--- src/rtl/core_avl_arbiter_pkg.sv ---
// ============================================================================
// core_avl_arbiter_pkg : master IDs and tag-entry sizing for the AVL arbiter
// Revision: 1.0
// ============================================================================
`default_nettype none

package core_avl_arbiter_pkg;

    localparam logic AVL_ID_IFU = 1'b0;
    localparam logic AVL_ID_LSU = 1'b1;

    // A tag entry is {master id, burst length}.
    function automatic int tag_width(input int burst_w);
        return 1 + burst_w;
    endfunction

endpackage

`default_nettype wire

--- src/rtl/core_avl_arbiter_fifo.sv ---
// ============================================================================
// core_avl_arbiter_fifo : synchronous tag FIFO with head always visible
// Revision: 1.0
// ============================================================================
`default_nettype none

module core_avl_arbiter_fifo #(
    parameter int DEPTH = 4,
    parameter int WIDTH = 9
) (
    input  logic             clk,
    input  logic             rest,
    input  logic             flush,
    input  logic             push,
    input  logic [WIDTH-1:0] push_data,
    input  logic             pop,
    output logic [WIDTH-1:0] head,
    output logic             empty,
    output logic             full
);

    localparam int AW = $clog2(DEPTH);

    logic [WIDTH-1:0] mem [DEPTH];
    logic [AW-1:0]    wr_ptr;
    logic [AW-1:0]    rd_ptr;
    logic [AW:0]      count;
    logic             do_push;
    logic             do_pop;

    assign empty   = (count == '0);
    assign full    = (count == (AW+1)'(DEPTH));
    assign head    = mem[rd_ptr];
    assign do_push = push & ~full;
    assign do_pop  = pop & ~empty;

    always_ff @(posedge clk or negedge rest) begin
        if (!rest) begin
            wr_ptr <= '0;
            rd_ptr <= '0;
            count  <= '0;
            for (int i = 0; i < DEPTH; i++) begin
                mem[i] <= '0;
            end
        end else if (flush) begin
            wr_ptr <= '0;
            rd_ptr <= '0;
            count  <= '0;
        end else begin
            if (do_push) begin
                mem[wr_ptr] <= push_data;
                wr_ptr      <= wr_ptr + AW'(1);
            end
            if (do_pop) begin
                rd_ptr <= rd_ptr + AW'(1);
            end
            case ({do_push, do_pop})
                2'b10:   count <= count + (AW+1)'(1);
                2'b01:   count <= count - (AW+1)'(1);
                default: count <= count;
            endcase
        end
    end

endmodule

`default_nettype wire

--- src/rtl/core_avl_arbiter.sv ---
// ============================================================================
// core_avl_arbiter : round-robin 2:1 Avalon arbiter with write-burst lock
//                    and in-order read-return routing
// Revision: 1.0
// ============================================================================
`default_nettype none

module core_avl_arbiter
    import core_avl_arbiter_pkg::*;
#(
    parameter int MAX_OUTSTANDING = 4,
    parameter int BURST_W         = 8
) (
    input  logic               clk,
    input  logic               rest,
    input  logic [31:0]        m0_address,
    input  logic               m0_read,
    input  logic               m0_write,
    input  logic [3:0]         m0_byte_en,
    input  logic [31:0]        m0_write_data,
    input  logic               m0_begin_burst_transfer,
    input  logic [BURST_W-1:0] m0_burst_count,
    output logic               m0_request_ready,
    output logic [31:0]        m0_read_data,
    output logic               m0_read_data_valid,
    input  logic [31:0]        m1_address,
    input  logic               m1_read,
    input  logic               m1_write,
    input  logic [3:0]         m1_byte_en,
    input  logic [31:0]        m1_write_data,
    input  logic               m1_begin_burst_transfer,
    input  logic [BURST_W-1:0] m1_burst_count,
    output logic               m1_request_ready,
    output logic [31:0]        m1_read_data,
    output logic               m1_read_data_valid,
    output logic [31:0]        s_address,
    output logic               s_read,
    output logic               s_write,
    output logic [3:0]         s_byte_en,
    output logic [31:0]        s_write_data,
    output logic               s_begin_burst_transfer,
    output logic [BURST_W-1:0] s_burst_count,
    input  logic               s_request_ready,
    input  logic [31:0]        s_read_data,
    input  logic               s_read_data_valid,
    output logic               err_spurious
);

    localparam int TAG_W = tag_width(BURST_W);

    logic               wlock;
    logic               owner;
    logic               last_grant;
    logic [BURST_W-1:0] wbeats;
    logic [BURST_W-1:0] beats_done;

    logic               req0;
    logic               req1;
    logic               gv;
    logic               gid;
    logic               g_read;
    logic               g_write;
    logic               g_begin;
    logic [BURST_W-1:0] g_bc;
    logic               acc;

    logic               push;
    logic               pop;
    logic [TAG_W-1:0]   push_data;
    logic [TAG_W-1:0]   head;
    logic               tag_empty;
    logic               tag_full;
    logic               head_id;
    logic [BURST_W-1:0] head_bc;
    logic               beat;
    logic               last_beat;

    assign req0 = m0_read | m0_write;
    assign req1 = m1_read | m1_write;

    always_comb begin
        gv  = 1'b0;
        gid = AVL_ID_IFU;
        if (wlock) begin
            gv  = 1'b1;
            gid = owner;
        end else if (req0 && req1) begin
            gv  = 1'b1;
            gid = ~last_grant;
        end else if (req0) begin
            gv  = 1'b1;
            gid = AVL_ID_IFU;
        end else if (req1) begin
            gv  = 1'b1;
            gid = AVL_ID_LSU;
        end
    end

    assign g_read  = gid ? m1_read                 : m0_read;
    assign g_write = gid ? m1_write                : m0_write;
    assign g_begin = gid ? m1_begin_burst_transfer : m0_begin_burst_transfer;
    assign g_bc    = gid ? m1_burst_count          : m0_burst_count;

    // A read with no free tag is hidden from the slave entirely.
    assign acc = s_request_ready & gv & (g_read | g_write) & ~(g_read & tag_full);

    always_comb begin
        s_address              = '0;
        s_read                 = 1'b0;
        s_write                = 1'b0;
        s_byte_en              = '0;
        s_write_data           = '0;
        s_begin_burst_transfer = 1'b0;
        s_burst_count          = '0;
        if (gv) begin
            s_address              = gid ? m1_address    : m0_address;
            s_read                 = g_read & ~tag_full;
            s_write                = g_write;
            s_byte_en              = gid ? m1_byte_en    : m0_byte_en;
            s_write_data           = gid ? m1_write_data : m0_write_data;
            s_begin_burst_transfer = g_begin;
            s_burst_count          = g_bc;
        end
    end

    assign m0_request_ready = acc & (gid == AVL_ID_IFU);
    assign m1_request_ready = acc & (gid == AVL_ID_LSU);

    assign push      = acc & g_read;
    assign push_data = {gid, (g_bc == '0) ? BURST_W'(1) : g_bc};
    assign head_id   = head[TAG_W-1];
    assign head_bc   = head[BURST_W-1:0];

    assign beat      = s_read_data_valid & ~tag_empty;
    assign last_beat = beat & ((beats_done + BURST_W'(1)) == head_bc);
    assign pop       = last_beat;

    assign m0_read_data       = s_read_data;
    assign m1_read_data       = s_read_data;
    assign m0_read_data_valid = beat & (head_id == AVL_ID_IFU);
    assign m1_read_data_valid = beat & (head_id == AVL_ID_LSU);

    core_avl_arbiter_fifo #(
        .DEPTH (MAX_OUTSTANDING),
        .WIDTH (TAG_W)
    ) u_tag_fifo (
        .clk       (clk),
        .rest      (rest),
        .flush     (1'b0),
        .push      (push),
        .push_data (push_data),
        .pop       (pop),
        .head      (head),
        .empty     (tag_empty),
        .full      (tag_full)
    );

    always_ff @(posedge clk or negedge rest) begin
        if (!rest) begin
            wlock        <= 1'b0;
            owner        <= AVL_ID_IFU;
            wbeats       <= '0;
            last_grant   <= AVL_ID_LSU;
            beats_done   <= '0;
            err_spurious <= 1'b0;
        end else begin
            if (acc && g_read) begin
                last_grant <= gid;
            end
            if (acc && g_write) begin
                if (wlock) begin
                    wbeats <= wbeats - BURST_W'(1);
                    if (wbeats == BURST_W'(1)) begin
                        wlock      <= 1'b0;
                        last_grant <= owner;
                    end
                end else if (g_begin && (g_bc > BURST_W'(1))) begin
                    wlock  <= 1'b1;
                    owner  <= gid;
                    wbeats <= g_bc - BURST_W'(1);
                end else begin
                    last_grant <= gid;
                end
            end
            if (beat) begin
                beats_done <= last_beat ? '0 : beats_done + BURST_W'(1);
            end
            if (s_read_data_valid && tag_empty) begin
                err_spurious <= 1'b1;
            end
        end
    end

endmodule

`default_nettype wire

--- config.mk ---
export PLATFORM = sky130hd
export DESIGN_NAME = core_avl_arbiter
export DESIGN_NICKNAME = d
export VERILOG_FILES = /design/src/rtl/core_avl_arbiter_pkg.sv /design/src/rtl/core_avl_arbiter_fifo.sv /design/src/rtl/core_avl_arbiter.sv
export SDC_FILE = /design/constraint.sdc
export NUM_CORES = 1
export LEC_CHECK = 0
export CAP_MARGIN = 20
export CORE_AREA = 2 2 132 134
export CTS_CLUSTER_DIAMETER = 80
export DETAILED_ROUTE_END_ITERATION = 10
export DIE_AREA = 0 0 134 136
export GPL_TIMING_DRIVEN = 0
export PLACE_DENSITY = 0.78
export SYNTH_ARGS = -nofsm -noshare
export SYNTH_HDL_FRONTEND = slang
export SYNTH_SLANG_ARGS = --single-unit
export TNS_END_PERCENT = 20
--- constraint.sdc ---
create_clock -name clk -period 8.7 [get_ports clk]
set_input_delay 1.74 -clock clk [delete_from_list [all_inputs] [get_ports clk]]
set_output_delay 1.74 -clock clk [all_outputs]
set_load 0.02 [all_outputs]
==> Word level (Yosys, flattened, before mapping) <==
Index checks and enable logic that the tools add are counted.
{ "op_classes": {"addsub": 7, "bitwise": 26, "order_cmp": 4, "mux": 40, "eq_ne": 5, "n_reduce_logical": 12} }
{ "ops": {"columns": ["cell", "n"], "rows": [
  ["$mux W32", 4],
  ["$mux W8", 6],
  ["$bwmux W36", 1],
  ["$mux W9", 3],
  ["$mux W1", 21],
  ["$bmux W9 S2", 1],
  ["$demux W9 S2", 1],
  ["$sub A8 B1 Y8 const B", 2],
  ["$and A1 B1 Y1", 14],
  ["$add A8 B1 Y8 const B", 1],
  ["$eq A8 B1 Y1 const B", 1],
  ["$eq A8 B8 Y1", 1],
  ["$gt A8 B1 Y1 const B", 1],
  ["$logic_not A8 Y1", 1],
  ["$mux W4", 2],
  ["$not A1 Y1", 7],
  ["$ge A3 B3 Y1 const B", 2],
  ["$logic_and A1 B1 Y1", 6],
  ["$not A2 Y3", 2],
  ["$pmux W3 S2", 1],
  ["$add A2 B1 Y2 const B", 2],
  ["$reduce_bool A2 Y1", 2],
  ["$add A3 B1 Y3 const B", 1],
  ["$eq A3 B3 Y1 const B", 1],
  ["8 further kinds", 10]
]} }
{ "totals": {"regBits": 63} }

==> Depth between registers and ports, before layout <==
Gate-level depths: netlist of run 1.
{ "logic_depth": {"word_depth": 14, "ltp_mapped": 14, "mapped_depth_nobuf": 13} }

==> Hierarchy <==
From an unflattened synthesis of run 1, not the netlist that was laid out.
{ "unflattened": {"hier_cells": 711, "area_unflattened_um2": 5672.9} }
{ "by_module_without_submodules": {"columns": ["module", "area_per_inst_um2", "cells_each", "seq_area_each_um2", "n_inst"], "rows": [
  ["core_avl_arbiter", 3510.9, 564, 501.7, 1],
  ["core_avl_arbiter_fifo", 2162.1, 147, 1076.0, 1]
]} }

==> Least setup slack after synthesis of run 1 <==
Ideal clock, no wire load.
{ "synth_path": {"path_type": "in2out", "start": "input port m0_write", "end": "output port s_address[22]", "stages": 7, "arrival_time_ps": 3454, "required_time_ps": 6960, "path_slack_ps": 3506, "path_cell_list": "o21a_1 -> o31ai_2 -> buf_2 -> buf_2 -> buf_2 -> nand2_1 -> a21oi_1"} }
{ "synth_via": {"elab_chain_len": 6} }
{ "synth_lines": {"columns": ["element", "line_no", "text"], "rows": [
  ["start: declaration", "core_avl_arbiter.sv:18", "input logic m0_write,"],
  ["$or A1 B1 Y1 (*)", "core_avl_arbiter.sv:78", "assign req0 = m0_read | m0_write;"],
  ["$mux W1 / $logic_and A1 B1 Y1 (equally long branches)", "core_avl_arbiter.sv:90, core_avl_arbiter.sv:87", null],
  ["$mux W1", "core_avl_arbiter.sv:87", "end else if (req0 && req1) begin"],
  ["$mux W1", "core_avl_arbiter.sv:84", "if (wlock) begin"],
  ["$mux W32", "core_avl_arbiter.sv:116", "s_address = gid ? m1_address : m0_address;"],
  ["$mux W32 (*)", "core_avl_arbiter.sv:115", "if (gv) begin"],
  ["end: declaration", "core_avl_arbiter.sv:36", "output logic [31:0] s_address,"]
]} }
Mark *: on every way between the ends. The rest lies on a longest branch, timed or not.

==> Worst setup path in the final report of run 1 <==
{ "layout_path": {"start": "input port m0_write", "end": "output port s_address[30]"} }
The elaborated chain is that of the path after synthesis.

==> results list, run 1 <==
- Number of buffers inserted for hold repair after clock tree synthesis: 0
- Entering global routing, the biggest net connects 64 pins.
- Later-pin clock latency in the skew report: 330 ps
- The H-tree was split into 3 levels.
- The worst hold path begins at err_spurious$_DFFE_PN0P_.
* Top FF cell, synth: dfrtp_1
- The worst setup path is captured at a primary output.
- WL/cell: 16.8 µm
* Setup repair after global routing missed its margin: false
- By startpoint and endpoint, the worst setup path is classified as in -> out.
- Count of fill cells added during filler insertion: between 1,500 and 2,000
- The via count of the first global-routing pass came to 5,894.
* Total routed wirelength: 21.1 mm
* Total of flip-flops plus latches after synthesis: 63
- Antenna viol nets, final: 0
- For this design the static power due to leakage is 0.00386 µW.
- Cell Pwr Density: 291 mW/mm²
- Leaving out filler cells and counting taps, the final layout contains 1,258.
- In this run the cell area of the synthesized design comes to 0.00538 mm².
- Setup TNS: 0 ps
- STA puts the critical path data arrival time at 5170 ps.
- After synthesis, the netlist uses 64 different library cells.
* Placement Rows: 48
- The worst-case IR drop observed on VDD is 0.161 mV.
- Avg Vias per Cell: approximately 4.9
* Relative area change from synthesis to final layout: 68.3%
- Number of warnings issued by yosys: 0
* Number of antenna violations at the first check in global routing: 1
* Portion of the clock cycle consumed by the worst path in the final layout: 0.794
* Buffers inserted by post-CTS timing repair: 0
- Measured in cells, the most critical reg-to-reg path has a length of 12.
* Stage delay of the slowest cell on the critical path: 700 ps
- The initial utilization of the core area, before any placement, comes to 0.319.
- Residual DRC: 0
- For this run, the post-layout net count is 1,233.
- Among the stages of the critical path, the cell type that occurs most often is buf_2.
- Number of buffer cells added on primary ports: 309
* CP Max Fanout: 10
- Number of placed instances, taps included: 1,241
- The run finished with clean final reports.
- The number of nets handed over by synthesis was 913.
- The number of pins with negative max-slew slack in the final report is 0.
- Count of cells along the worst hold path: 1
* Post-Synthesis Cells: 707
- Max-cap violations in this run came to 0.
- The detailed router finished its first iteration with 333 violations.
- Clock tree from TritonCTS: done
- For this run, the top clock speed supported by timing is 145 MHz.
- Traced cell by cell, the critical path runs through clkdlybuf4s50_1 > o21a_1 > o31ai_2 > buf_2 > buf_2 > buf_2 > nand2_1 > a21oi_1 > clkdlybuf4s50_1.
- Path category of the worst min-delay check: reg -> reg
- For this design, the sink count on the clock tree is 63.
- RR Startpoint: last_grant$_DFF_PN1_
- Element type at the critical path start: primary input
- Setup violations remaining at the end of the flow were counted as 0.
- Min Tclk post-route: 6910 ps
- Floorplan die area: 0.0182 mm²
* Crit path required time: between 6000 and 7000 ps
- The first detailed-routing pass ran for 5 iterations.
- GR Overflow Total: 0
* Share of synthesized area occupied by flip-flops and latches: 0.293
- Dividing the synthesized area by the synthesized cell count gives about 7.6 µm².
- In this run the tightest slew margin relative to its limit is 0.468.
- The most critical setup path has its startpoint at m0_write.
- Dpl hpwl: 16.8 mm
- Share of the core filled with cells: 0.536
- TritonCTS created 9 clock buffers.
* IO Count: 342
* Cell with the biggest individual delay on the critical path: clkdlybuf4s50_1
- Clock Skews: roughly 8 ps
- The die is 136 µm tall.
- The synthesized design contains 0 enable-type register cells.
- After layout, the design draws a total of 2630 µW.
* Via count: 6,186
- In the global route stage, overall resource usage came out at 0.223.
* Ys async rst share: 1.00
- Share of post-route cells with drive strength above 1: 0.125
- Hold violation total from the final report: 0
- Maximum clock path buffer count: 2
- After clock tree synthesis, the clock-pin slew on the worst setup and hold paths is 50 ps.
* Number of gates resized after CTS: 0
- Width of the die: about 130 µm
- The tree is rooted in a clkbuf_16.
- Floorplan core area: ~0.017 mm²
* Global-route wire length before repair: roughly 32 mm
- At the pin with the least slew margin, the transition time is between 700 and 800 ps.
* Gp weighted congestion: 0.901
layer usage:
layer / global-route usage / up-vias / part of all wire
met2: 0.375 / 294 / 0.49
met3: 0.0753 / 25 / 0.098
li1: - / 2986 / -
met5: 0 / - / 0
met1: 0.277 / 2881 / 0.39
met4: 0.0514 / 0 / 0.018
report_power, final:
| group | total [µW] | internal [µW] | switching [µW] |
|---|---|---|---|
| clock | 357 | 228 | 129 |
| sequential | 524 | 425 | 98.8 |
| combinational | 1750 | 803 | 948 |
| total | 2630 | 1460 | 1180 |
Yosys cell counts, drive strengths merged, types with 9 or more instances:
library cell	number	share of area
nand3	9	0.0084
xnor2	13	0.023
nand2	161	0.11
mux4	9	0.042
ha	11	0.026
buf	92	0.12
mux2i	11	0.020
o21ai	17	0.016
nor3	9	0.0084
inv	12	0.0084
clkbuf	17	0.012
a21oi	123	0.12
nor2	63	0.044
dfrtp	62	0.29
worst paths after layout:
| check | to | slack, ps |
|---|---|---|
| max reg2reg | wbeats[4]$_DFFE_PN0P_ | 5220 |
| max in group asynchronous | u_tag_fifo.mem[27]$_DFFE_PN0P_ | 6670 |
| min reg2reg | err_spurious$_DFFE_PN0P_ | 450 |
| max | s_address[30] | 1790 |
| min | err_spurious$_DFFE_PN0P_ | 450 |
| min in group asynchronous | u_tag_fifo.rd_ptr[1]$_DFFE_PN0P_ | 1500 |
critical path, delay by kind of cell:
family	cells	cell delay, ps
buffers and inverters	5	2230
AOI/OAI and AO/OA	3	1090
and+or+nand+nor	1	90
stage by stage:
step / hold slack (ps) / setup slack [ps] / area, µm²
2_1_floorplan: 464 / 3510 / 5380
3_3_place_gp: 440 / 1630 / 8750
3_5_place_dp: 448 / 1700 / 8750
4_1_cts: 460 / 1670 / 9050
5_1_grt: 484 / 1530 / 9050
6_report: 454 / 1790 / 9050
kinds of logic after synthesis:
family / after synthesis / synth area share
compound gates: 173 / 0.182
xor+xnor: 24 / 0.0484
fa+ha+maj: 12 / 0.0293
buf+inv: 121 / 0.139
flops: 63 / 0.293
mux: 25 / 0.0735
simple gates: 289 / 0.234
state kept, by name, indices dropped and copies added, names as in the netlist, 2 cells and up:
signal and cells:
beats_done 8, u_tag_fifo.count 3, u_tag_fifo.mem 36, u_tag_fifo.rd_ptr 2, u_tag_fifo.wr_ptr 2, wbeats 8
placed cells by master (no fill, tap or decap), types with 3 or more instances in the layout:
master	count
clkinv_2	3
buf_4	66
o22ai_1	4
o21ai_0	17
buf_2	21
or4_1	4
a21oi_1	122
buf_1	3
ha_1	11
nor2_1	63
clkbuf_16	9
nor3b_1	3
or3_1	5
clkdlybuf4s50_1	308
xnor2_1	12
buf_6	3
o221a_2	4
o31ai_1	4
and3_1	5
inv_1	12
mux4_1	6
nor2b_1	3
and2_1	7
xor2_1	8
mux4_2	3
nand2_1	160
a21o_1	5
nor3_1	9
mux2_2	4
or2_2	3
o22a_1	3
dfrtp_1	62
nand3_1	9
nand2b_1	5
clkbuf_1	16
mux2i_1	11
cell type report:
class                           count  area, µm²  share of cell area
Buffer                            109        703              0.0777
Multi-Input combinational cell    523       3050               0.337
Timing Repair Buffer              309       3090               0.341
Antenna cell                        1       2.50            0.000276
Inverter                           12       45.0             0.00498
Sequential cell                    63       1580               0.174
Clock inverter                      6       60.1             0.00663
Clock buffer                       10        239              0.0264
Tap cell                          225        282              0.0311
Note: power is estimated with default switching activity, not from simulation.
==> run 2, diff against run 1 <==
--- a/config.mk
+++ b/config.mk
@@ -6,12 +6,12 @@
 export NUM_CORES = 1
 export LEC_CHECK = 0
 export CAP_MARGIN = 20
-export CORE_AREA = 2 2 132 134
+export CORE_AREA = 2 2 133 135
 export CTS_CLUSTER_DIAMETER = 80
 export DETAILED_ROUTE_END_ITERATION = 10
-export DIE_AREA = 0 0 134 136
+export DIE_AREA = 0 0 135 137
 export GPL_TIMING_DRIVEN = 0
-export PLACE_DENSITY = 0.78
+export PLACE_DENSITY = 0.8
 export SYNTH_ARGS = -nofsm -noshare
 export SYNTH_HDL_FRONTEND = slang
 export SYNTH_SLANG_ARGS = --single-unit
==> constraint.sdc (replaced) <==
create_clock -name clk -period 5.9 [get_ports clk]
set_input_delay 1.18 -clock clk [delete_from_list [all_inputs] [get_ports clk]]
set_output_delay 1.18 -clock clk [all_outputs]
set_load 0.02 [all_outputs]
==> results list, run 2 (synthesized netlist as in run 1, its figures left out) <==
* Run status: completed
- Floorplan core area: roughly 0.017 mm²
- After clock tree synthesis, the setup repair step added 0 buffers.
* CTS buffer count: 9
- Normalized max-slew margin: 0.466
- In this run the register-to-register setup slack is approximately 2600 ps.
- Fin cells: 1,256
* Path category of the worst min-delay check: reg -> reg
* Die span in y: around 140 µm
* Clock Skews: roughly 5.3 ps
- Setup violations remaining at the end of the flow were counted as 0.
* Count of cells along the worst hold path: 1
* Total routed wirelength: 21.3 mm
- For the worst setup path, the data required time is between 4000 and 5000 ps.
- Later-pin clock latency in the skew report: between 300 and 400 ps
- At the worst endpoint, the arrival time is between 4000 and 5000 ps.
* Cell Pwr Density: 424 mW/mm²
- The worst setup path is captured at a primary output.
- Via count of the first global-routing pass: 5,880
- The clock period could shrink to 5610 ps.
* Floorplan die area: 0.0185 mm²
- The worst setup path is launched from a primary input.
- Width of the die: 135 µm
- The critical path is of the in -> out type.
* Share of post-route cells with drive strength above 1: 0.125
* Initial cell density of the core: 0.315
* Slew at the pin closest to its max-slew limit: ~800 ps
* Number of flip-flops under the largest register name: 36
- Number of antenna violations at the first check in global routing: 0
* Residual DRC: 0
* Number of placed instances, taps included: between 1,000 and 1,500
- Fraction of power spent switching nets: 0.449
- Along the worst path, the maximum fanout reaches 10.
* Final antenna diode count: 0
* Relative area change from synthesis to final layout: 68.3%
* Most common cell after layout, fill and taps aside: clkdlybuf4s50_1
* Avg Vias per Cell: 4.92
- IR analysis of the VDD net gives a maximum drop of 0.253 mV.
- Gp weighted congestion: between 0.9 and 1
- After detailed placement, the total cell area comes to between 0.008 and 0.009 mm².
- In the final layout, the registers with the most flip-flops are u_tag_fifo.mem (36), beats_done (8), wbeats (8).
* Total track usage: 0.218
- The startpoint identified for the worst hold timing path is err_spurious$_DFFE_PN0P_.
* Number of nets in the finished design: 1,234
- Maximum achievable frequency: 178 MHz
- Count of maximum capacitance violations: 0
- Length in cells of the worst reg-to-reg path: 12
* Proportion of power drawn by combinational gates: 0.675
* Drt initial violations: slightly above 400
- Sequential share of power: 0.200
- The tree is rooted in a clkbuf_16.
* Setup repair after global routing missed its margin: false
* Stage delay of the slowest cell on the critical path: approximately 660 ps
- The number of pins with negative max-slew slack in the final report came to 0.
* Setup TNS: 0 ps
- After floorplanning, the core was divided into 48 placement rows.
- The path with the worst hold slack has its endpoint at err_spurious$_DFFE_PN0P_.
- Deepest level of the CTS H-tree: 3
- Hold violation total from the final report: 0
- Global-route wire length before repair: 31.3 mm
* Clock transition time at the flip-flop clock pins of the worst setup and hold paths: 50 ps
- In this run the power spent charging and discharging nets is 1720 µW.
- Hold repair after CTS inserted 0 buffers.
- In this run the count of I/O pins placed on the die edge is 342.
- Worst slack at placement: -69.0 ps
- Final non-filler cell area: about 0.009 mm²
* WL/cell: 16.9 µm
- Of the total power, the clock network draws 0.124.
* Least setup slack across all paths after layout: 288 ps
- Clock tree from TritonCTS: done
- Via count: 6,176
* RR Startpoint: last_grant$_DFF_PN1_
* Portion of the clock cycle consumed by the worst path in the final layout: 0.951
* Antenna viol nets, final: 0
- Critical register-to-register path endpoint: wbeats[4]$_DFFE_PN0P_
- Clock sink total: 63
- The number of buffers and inverters on the critical path is 4.
* Gate family responsible for the most delay along the worst path: buffers and inverters
- GR Overflow Total: 0
- Entering global routing, the biggest net connects 41 pins.
- Maximum clock path buffer count: 2
- Internal power comes to between 2000 and 2500 µW.
- Detailed placement finished with a half-perimeter wire length of 17.1 mm.
- Number of optimization iterations in the first detailed-route pass: 5
- Leading cell types in the layout, fill and taps excluded: 308 x clkdlybuf4s50_1, 160 x nand2_1, 121 x a21oi_1, 65 x buf_4, 63 x nor2_1
* Number of buffer cells added on primary ports: ~300
- Ranked by flip-flop count, first place goes to u_tag_fifo.mem.
- List of cells traversed by the critical path: clkdlybuf4s50_1 > nor2_1 > nor3_1 > a21oi_1 > clkbuf_2 > clkbuf_1 > nand2_1 > a21oi_1 > clkdlybuf4s50_1
* Static Leakage: about 0.0039 µW
- Among all stages on the critical path, the largest delay is contributed by clkdlybuf4s50_1.
==> run 2: layer usage <==
metal / vias up / routed length [µm] / GRT usage
met2: 301 / 10300 / 0.360
met1: 2868 / 8320 / 0.278
met4: 0 / 377 / 0.0515
met3: 29 / 2240 / 0.0730
li1: 2978 / - / -
met5: - / 0 / 0
==> run 2: cell type report <==
class	count	area (µm²)
Tap cell	225	282
Inverter	12	45.0
Clock buffer	13	260
Sequential cell	63	1580
Clock inverter	1	5.00
Buffer	109	704
Fill cell	1594	8000
Timing Repair Buffer	310	3110
Multi-Input combinational cell	523	3070
==> run 2: worst max path at each step <==
stage	startpoint	endpoint	slack, ps	depth (start not counted)
finish	m1_write	s_address[22]	290	9
global route	m0_read	s_address[30]	80	9
CTS	m0_read	s_address[30]	70	9
detailed placement	m0_read	s_address[30]	-70	9
global placement	m0_read	s_address[30]	-120	9
floorplan	m0_write	s_address[22]	1830	7
==> run 2: per-stage QoR <==
step,power (µW),util,hold slack [ps]
after floorplan,2300,-,464
after global placement,3290,0.513,440
after detailed placement,3340,0.514,474
after CTS,3840,0.530,485
after global routing,4100,0.531,498
final,3840,0.531,479
==> run 2: timing repair <==
| item | in CTS | in global routing |
|---|---|---|
| pin swaps | 0 | 0 |
| endpoints found under the setup margin | 1 | 29 |
| gates resized for setup | 1 | 4 |
| cloned | 0 | 0 |
==> run 2: power groups by stage <==
stage               Clock [µW]  Sequential (µW)  Combinational, µW
global route               500              794               2810
floorplan                    0              728               1570
finish                     477              770               2600
detailed placement           0              771               2570
CTS                        482              768               2590
global placement             0              761               2530
